$ cat config.mk
export PLATFORM = sky130hd
export DESIGN_NAME = fetch_sequencer
export DESIGN_NICKNAME = d
export VERILOG_FILES = /design/src/rtl/fetch_sequencer.sv
export SDC_FILE = /design/constraint.sdc
export NUM_CORES = 1
export LEC_CHECK = 0
export ABC_AREA = 1
export BUFFER_PORTS_ARGS = -buffer_cell sky130_fd_sc_hd__buf_2
export CAP_MARGIN = 20
export CORE_MARGIN = 2
export CORE_UTILIZATION = 35
export CTS_BUF_LIST = sky130_fd_sc_hd__clkbuf_8
export CTS_CLUSTER_DIAMETER = 60
export CTS_CLUSTER_SIZE = 12
export DETAILED_ROUTE_END_ITERATION = 8
export SLEW_MARGIN = 15
export SYNTH_ARGS = -nofsm -noshare
export SYNTH_HDL_FRONTEND = slang
export SYNTH_SLANG_ARGS = --single-unit
export TNS_END_PERCENT = 5
$ cat constraint.sdc
create_clock -name clk -period 7.6 [get_ports clk]
set_input_delay 1.52 -clock clk [delete_from_list [all_inputs] [get_ports clk]]
set_output_delay 1.52 -clock clk [all_outputs]
set_load 0.01 [all_outputs]
$ cat src/rtl/fetch_sequencer.sv
// IF-stage fetch sequencer: owns the PC, issues credit-limited word fetches and
// buffers returned instructions for ID, with redirect flush and stale-response drop.
module fetch_sequencer #(
   parameter logic [31:0] RESET_PC  = 32'h0000_0000,
   parameter int unsigned BUF_DEPTH = 2
) (
   input  logic        clk,
   input  logic        reset,
   output logic        imem_req_valid,
   input  logic        imem_req_ready,
   output logic [31:0] imem_req_addr,
   input  logic        imem_rsp_valid,
   input  logic [31:0] imem_rsp_data,
   input  logic        redirect_valid,
   input  logic [31:0] redirect_pc,
   output logic        if_valid,
   output logic [31:0] if_instr,
   output logic [31:0] if_pc,
   input  logic        id_ready,
   output logic        fetch_fault
);

   localparam int unsigned CNT_W = $clog2(BUF_DEPTH + 1);
   localparam int unsigned PTR_W = $clog2(BUF_DEPTH);

   typedef enum logic [1:0] {
      S_BOOT,
      S_RUN,
      S_FAULT
   } state_t;

   state_t state, state_nx;

   logic [31:0]      pc;
   logic [31:0]      rsp_pc;
   logic [CNT_W-1:0] outstanding;
   logic [CNT_W-1:0] drop_cnt;
   logic [CNT_W-1:0] fifo_count;
   logic [PTR_W-1:0] rd_ptr;
   logic [PTR_W-1:0] wr_ptr;
   logic [31:0]      buf_instr [BUF_DEPTH];
   logic [31:0]      buf_pc    [BUF_DEPTH];

   logic             redirect_misaligned;
   logic             pop;
   logic             push;
   logic             req_fire;
   logic             rsp_fire;
   logic             credit_ok;
   logic [CNT_W:0]   credit_used;

   function automatic logic [PTR_W-1:0] ptr_inc(input logic [PTR_W-1:0] p);
      return (p == PTR_W'(BUF_DEPTH - 1)) ? '0 : p + PTR_W'(1);
   endfunction

   assign redirect_misaligned = redirect_valid & (redirect_pc[1:0] != 2'b00);
   assign if_valid            = (fifo_count != '0) & !redirect_valid;
   assign pop                 = if_valid & id_ready;
   assign req_fire            = imem_req_valid & imem_req_ready;
   // Responses with nothing outstanding are spurious (e.g. left over from before reset).
   assign rsp_fire            = imem_rsp_valid & (outstanding != '0);
   assign push                = rsp_fire & (drop_cnt == '0) & !redirect_valid & (state == S_RUN);

   // Entries in flight plus entries buffered never exceed the FIFO depth.
   assign credit_used = (CNT_W+1)'(outstanding) + (CNT_W+1)'(fifo_count) - (CNT_W+1)'(pop);
   assign credit_ok   = credit_used < (CNT_W+1)'(BUF_DEPTH);

   assign imem_req_addr = pc;
   assign if_instr      = buf_instr[rd_ptr];
   assign if_pc         = buf_pc[rd_ptr];

   // State register
   always_ff @(posedge clk or posedge reset) begin
      if (reset) state <= S_BOOT;
      else       state <= state_nx;
   end

   // Next-state logic
   always_comb begin
      state_nx = state;
      case (state)
         S_BOOT:  state_nx = redirect_misaligned ? S_FAULT : S_RUN;
         S_RUN:   if (redirect_misaligned) state_nx = S_FAULT;
         S_FAULT: if (redirect_valid && !redirect_misaligned) state_nx = S_RUN;
         default: state_nx = S_BOOT;
      endcase
   end

   // State-decoded outputs
   always_comb begin
      imem_req_valid = 1'b0;
      fetch_fault    = 1'b0;
      case (state)
         S_RUN:   imem_req_valid = !redirect_valid & credit_ok;
         S_FAULT: fetch_fault    = 1'b1;
         default: ;
      endcase
   end

   // PC, credit counters and instruction FIFO
   always_ff @(posedge clk or posedge reset) begin
      if (reset) begin
         pc          <= RESET_PC;
         rsp_pc      <= RESET_PC;
         outstanding <= '0;
         drop_cnt    <= '0;
         fifo_count  <= '0;
         rd_ptr      <= '0;
         wr_ptr      <= '0;
         for (int unsigned i = 0; i < BUF_DEPTH; i++) begin
            buf_instr[i] <= '0;
            buf_pc[i]    <= '0;
         end
      end else begin
         outstanding <= outstanding + CNT_W'(req_fire) - CNT_W'(rsp_fire);
         if (redirect_valid) begin
            // Everything still in flight belongs to the old path.
            pc         <= redirect_pc;
            rsp_pc     <= redirect_pc;
            drop_cnt   <= outstanding - CNT_W'(rsp_fire);
            fifo_count <= '0;
            rd_ptr     <= '0;
            wr_ptr     <= '0;
         end else begin
            if (req_fire) pc <= pc + 32'd4;
            if (rsp_fire && (drop_cnt != '0)) drop_cnt <= drop_cnt - CNT_W'(1);
            if (push) begin
               buf_instr[wr_ptr] <= imem_rsp_data;
               buf_pc[wr_ptr]    <= rsp_pc;
               wr_ptr            <= ptr_inc(wr_ptr);
               rsp_pc            <= rsp_pc + 32'd4;
            end
            if (pop) rd_ptr <= ptr_inc(rd_ptr);
            fifo_count <= fifo_count + CNT_W'(push) - CNT_W'(pop);
         end
      end
   end

endmodule

==> results_dict.tcl <==
set metrics [dict create \
    antenna_found_initial 0 \
    final_common_cell "nand2_1" \
    core_um2 29600 \
    nets 1541 \
    worstSkewPairLatency_ns 0.55 \
    worstPathCellList "buf_2 -> buf_4 -> a21oi_1 -> nand2_1 -> inv_1 -> ha_1 -> or2_2 -> fa_1 -> nand2_1 -> inv_1 -> nor2_1 -> nand2_1 -> nor2_1 -> buf_2" \
    drc 0 \
    cts_buffer_depth 3 \
    yosys_register_bits 202 \
    stdcell_count 1861 \
    power_leakage_nw 6.21 \
    syn_area_um2 10500 \
    maxSlewViolCount 0 \
    cp_slowest_stage_delay_ns 0.39 \
    track_usage 0.170 \
    dr_wl_met3_um 1420 \
    routedWlPerCell_um 14.2 \
    worst_slew_margin_rel 0.354 \
    powerDensity_nw_per_um2 251 \
    rsz0062_at_grt "no" \
    path_delay_family "simple AND/OR/NAND/NOR gates" \
    seq_area_frac_synth 0.483 \
    finalCritPeriodShare 0.698 \
    synthCells 1311 \
    maxUsedRoutingLayer "met4" \
    die_area_um2 31300 \
    min_period_ns 5.31 \
    drt-pass1-iter-count 6 \
    htree_levels 1 \
    hold_class "flop to flop" \
    path_max_fanout 39 \
    port_buffers 168 \
    netSwitchingFraction 0.333 \
    fin_setup_tns_ns 0 \
    place_inst 1824 \
    cts.clk_slew.worst_paths_ns 0.08 \
    clock_skew_ns 0.0257 \
    place.gp.congestion 0.868 \
    cp-start-kind "primary input" \
    cp.arrival_ns 3.79 \
    max_freq_ghz 0.188 \
    antenna-diode-count 0 \
    avgSynthCellArea_um2 7.98 \
    tightest_slew_ns 0.969 \
    holdBufCountCts 0 \
    finalSetupViolations 0 \
    required_ns 6.08 \
    drt_wl_total_um 26400 \
    critPathCaptureType "primary output" \
    grt_first_pass_wirelength_um 43000 \
    die_x_um 177 \
    drtIter0Drc 491 \
    power_w 0.00302 \
    layout-drive-gt1-share 0.195 \
    wl_met1_um 13200 \
    dp_hpwl_um 18200 \
    num_vias 8705 \
    syn2layout_area_growth_pct 14.9 \
    synth.distinct_cells 34 \
    pwr-share-clk 0.265 \
    syn-num-nets 1392 \
    start_util 0.354 \
    cts_tree "yes" \
    cap_viol_max_count 0 \
    crit_top_cell "nand2_1" \
    cts.sinks 202 \
    antenna_left 0 \
    numCtsBuffers 24 \
    hold_viol_final 0 \
    status "complete, no violations" \
    worst-path-buf-inv 5 \
    final_cell_mix "nand2_1, dfrtp_1, buf_2" \
    grt_overflow 0 \
    ir_drop_uv 102 \
    comb_power_share 0.270 \
    grt_max_degree 129 \
    cts_post_setup_buffers_inserted 0 \
    power.switching_w 0.00101 \
    met2_length_um 11400 \
    cts_root_buffer "clkbuf_8" \
    fp.dieH_um 177 \
    crit_path_top_delay_cell "fa_1" \
    via_per_inst 4.68 \
    critPathKind "primary input to primary output" \
    std_cell_rows 63 \
    grt_pass1_vias 8229 \
    intPower_w 0.00202 \
    pin_count 169 \
    cts-resized-gates 0 \
    yosysWarningCount 0 \
    p_seq_frac 0.465 \
]
==> stage by stage <==
step | hold slack [ns] | setup WS (ns) | utilization | instance area (um2)
5_1_grt | 0.508 | 2.10 | 0.407 | 12000
6_report | 0.481 | 2.29 | 0.407 | 12000
2_1_floorplan | 0.449 | 0.569 | - | 10500
4_1_cts | 0.485 | 2.29 | 0.407 | 12000
3_5_place_dp | 0.466 | 2.28 | 0.391 | 11500
3_3_place_gp | 0.461 | 2.36 | 0.391 | 11500
==> state kept, by name, summed over array words and instances, names as in the netlist <==
register       cells
rd_ptr             1
imem_req_addr     32
drop_cnt           2
wr_ptr             1
rsp_pc            32
buf_pc            64
outstanding        2
buf_instr         64
state              2
fifo_count         2
==> per-layer routing <==
layer / vias up / track usage
met5: - / 0
met1: 3984 / 0.249
met3: 30 / 0.0258
li1: 4460 / -
met2: 231 / 0.265
met4: 0 / 0.0341
==> synthesized netlist by cell type <==
master / count / share of area
nand4_1: 3 / 0.0018
fa_1: 1 / 0.0019
nand3_2: 1 / 0.00096
o21ai_1: 119 / 0.057
xor2_1: 15 / 0.013
clkbuf_1: 12 / 0.0043
nand3b_1: 2 / 0.0014
inv_4: 1 / 0.00060
o21bai_1: 2 / 0.0014
buf_2: 22 / 0.011
o31ai_1: 1 / 0.00072
mux2_2: 64 / 0.069
a21oi_1: 6 / 0.0029
nor2_2: 3 / 0.0018
or2_2: 3 / 0.0018
inv_2: 1 / 0.00036
o21a_1: 1 / 0.00072
clkinv_1: 1 / 0.00036
ha_1: 10 / 0.012
xnor2_1: 7 / 0.0059
nand2_1: 424 / 0.15
buf_4: 2 / 0.0014
inv_1: 151 / 0.054
dfrtp_1: 202 / 0.48
nor3_1: 2 / 0.00096
buf_6: 11 / 0.012
nand2_4: 1 / 0.0011
nand4_2: 1 / 0.0012
nor2_1: 90 / 0.032
nand3_1: 93 / 0.044
o21ai_0: 46 / 0.022
nand2_2: 3 / 0.0018
buf_1: 3 / 0.0011
o211ai_1: 7 / 0.0050
==> cells by family (layout without fill, tap and decap cells) <==
kind of cell             Yosys count  after routing  synth area share
AND/OR/NAND/NOR                  626            626             0.242
buffers and inverters            204            364            0.0846
flip-flops                       202            202             0.483
AO/OA/AOI/OAI                    182            182            0.0897
multiplexers                      64             64            0.0689
XOR/XNOR                          22             22            0.0184
adder cells (fa/ha/maj)           11             11            0.0139
==> final timing paths <==
check                                       from                 to  slack [ns]  cells past startpoint
worst min register to register  imem_req_addr[0]   imem_req_addr[0]        0.48                      2
worst min-delay path            imem_req_addr[0]   imem_req_addr[0]        0.48                      2
max in group asynchronous                  reset         rsp_pc[18]        4.88                      3
min in group asynchronous                  reset      buf_instr[14]        1.18                      2
worst max-delay path              redirect_valid     imem_req_valid        2.29                     14
worst max register to register     fifo_count[0]  imem_req_addr[23]        3.80                     13
==> tightest hold or removal path, cell delays in order (launching register included) <==
cell and delay [ns]:
dfrtp_1 0.35, nand2_1 0.05, nand2_1 0.04
==> cell type report <==
class                           instances  area (um2)
Timing Repair Buffer                  173         878
Clock inverter                         11         123
Inverter                              154         588
Sequential cell                       202        5060
Fill cell                            3099       17500
Tap cell                              390         488
Multi-Input combinational cell        905        4540
Clock buffer                           26         358
==> power by group through the flow <==
| stage | clock, W | sequential, W | combinational [W] |
|---|---|---|---|
| CTS | 0.000828 | 0.00140 | 0.000833 |
| detailed placement | 0 | 0.00142 | 0.000828 |
| global placement | 0 | 0.00142 | 0.000816 |
| finish | 0.000801 | 0.00140 | 0.000815 |
| global route | 0.000869 | 0.00143 | 0.000931 |
| floorplan | 0 | 0.00140 | 0.000551 |
(Power assumes the default switching activity.)
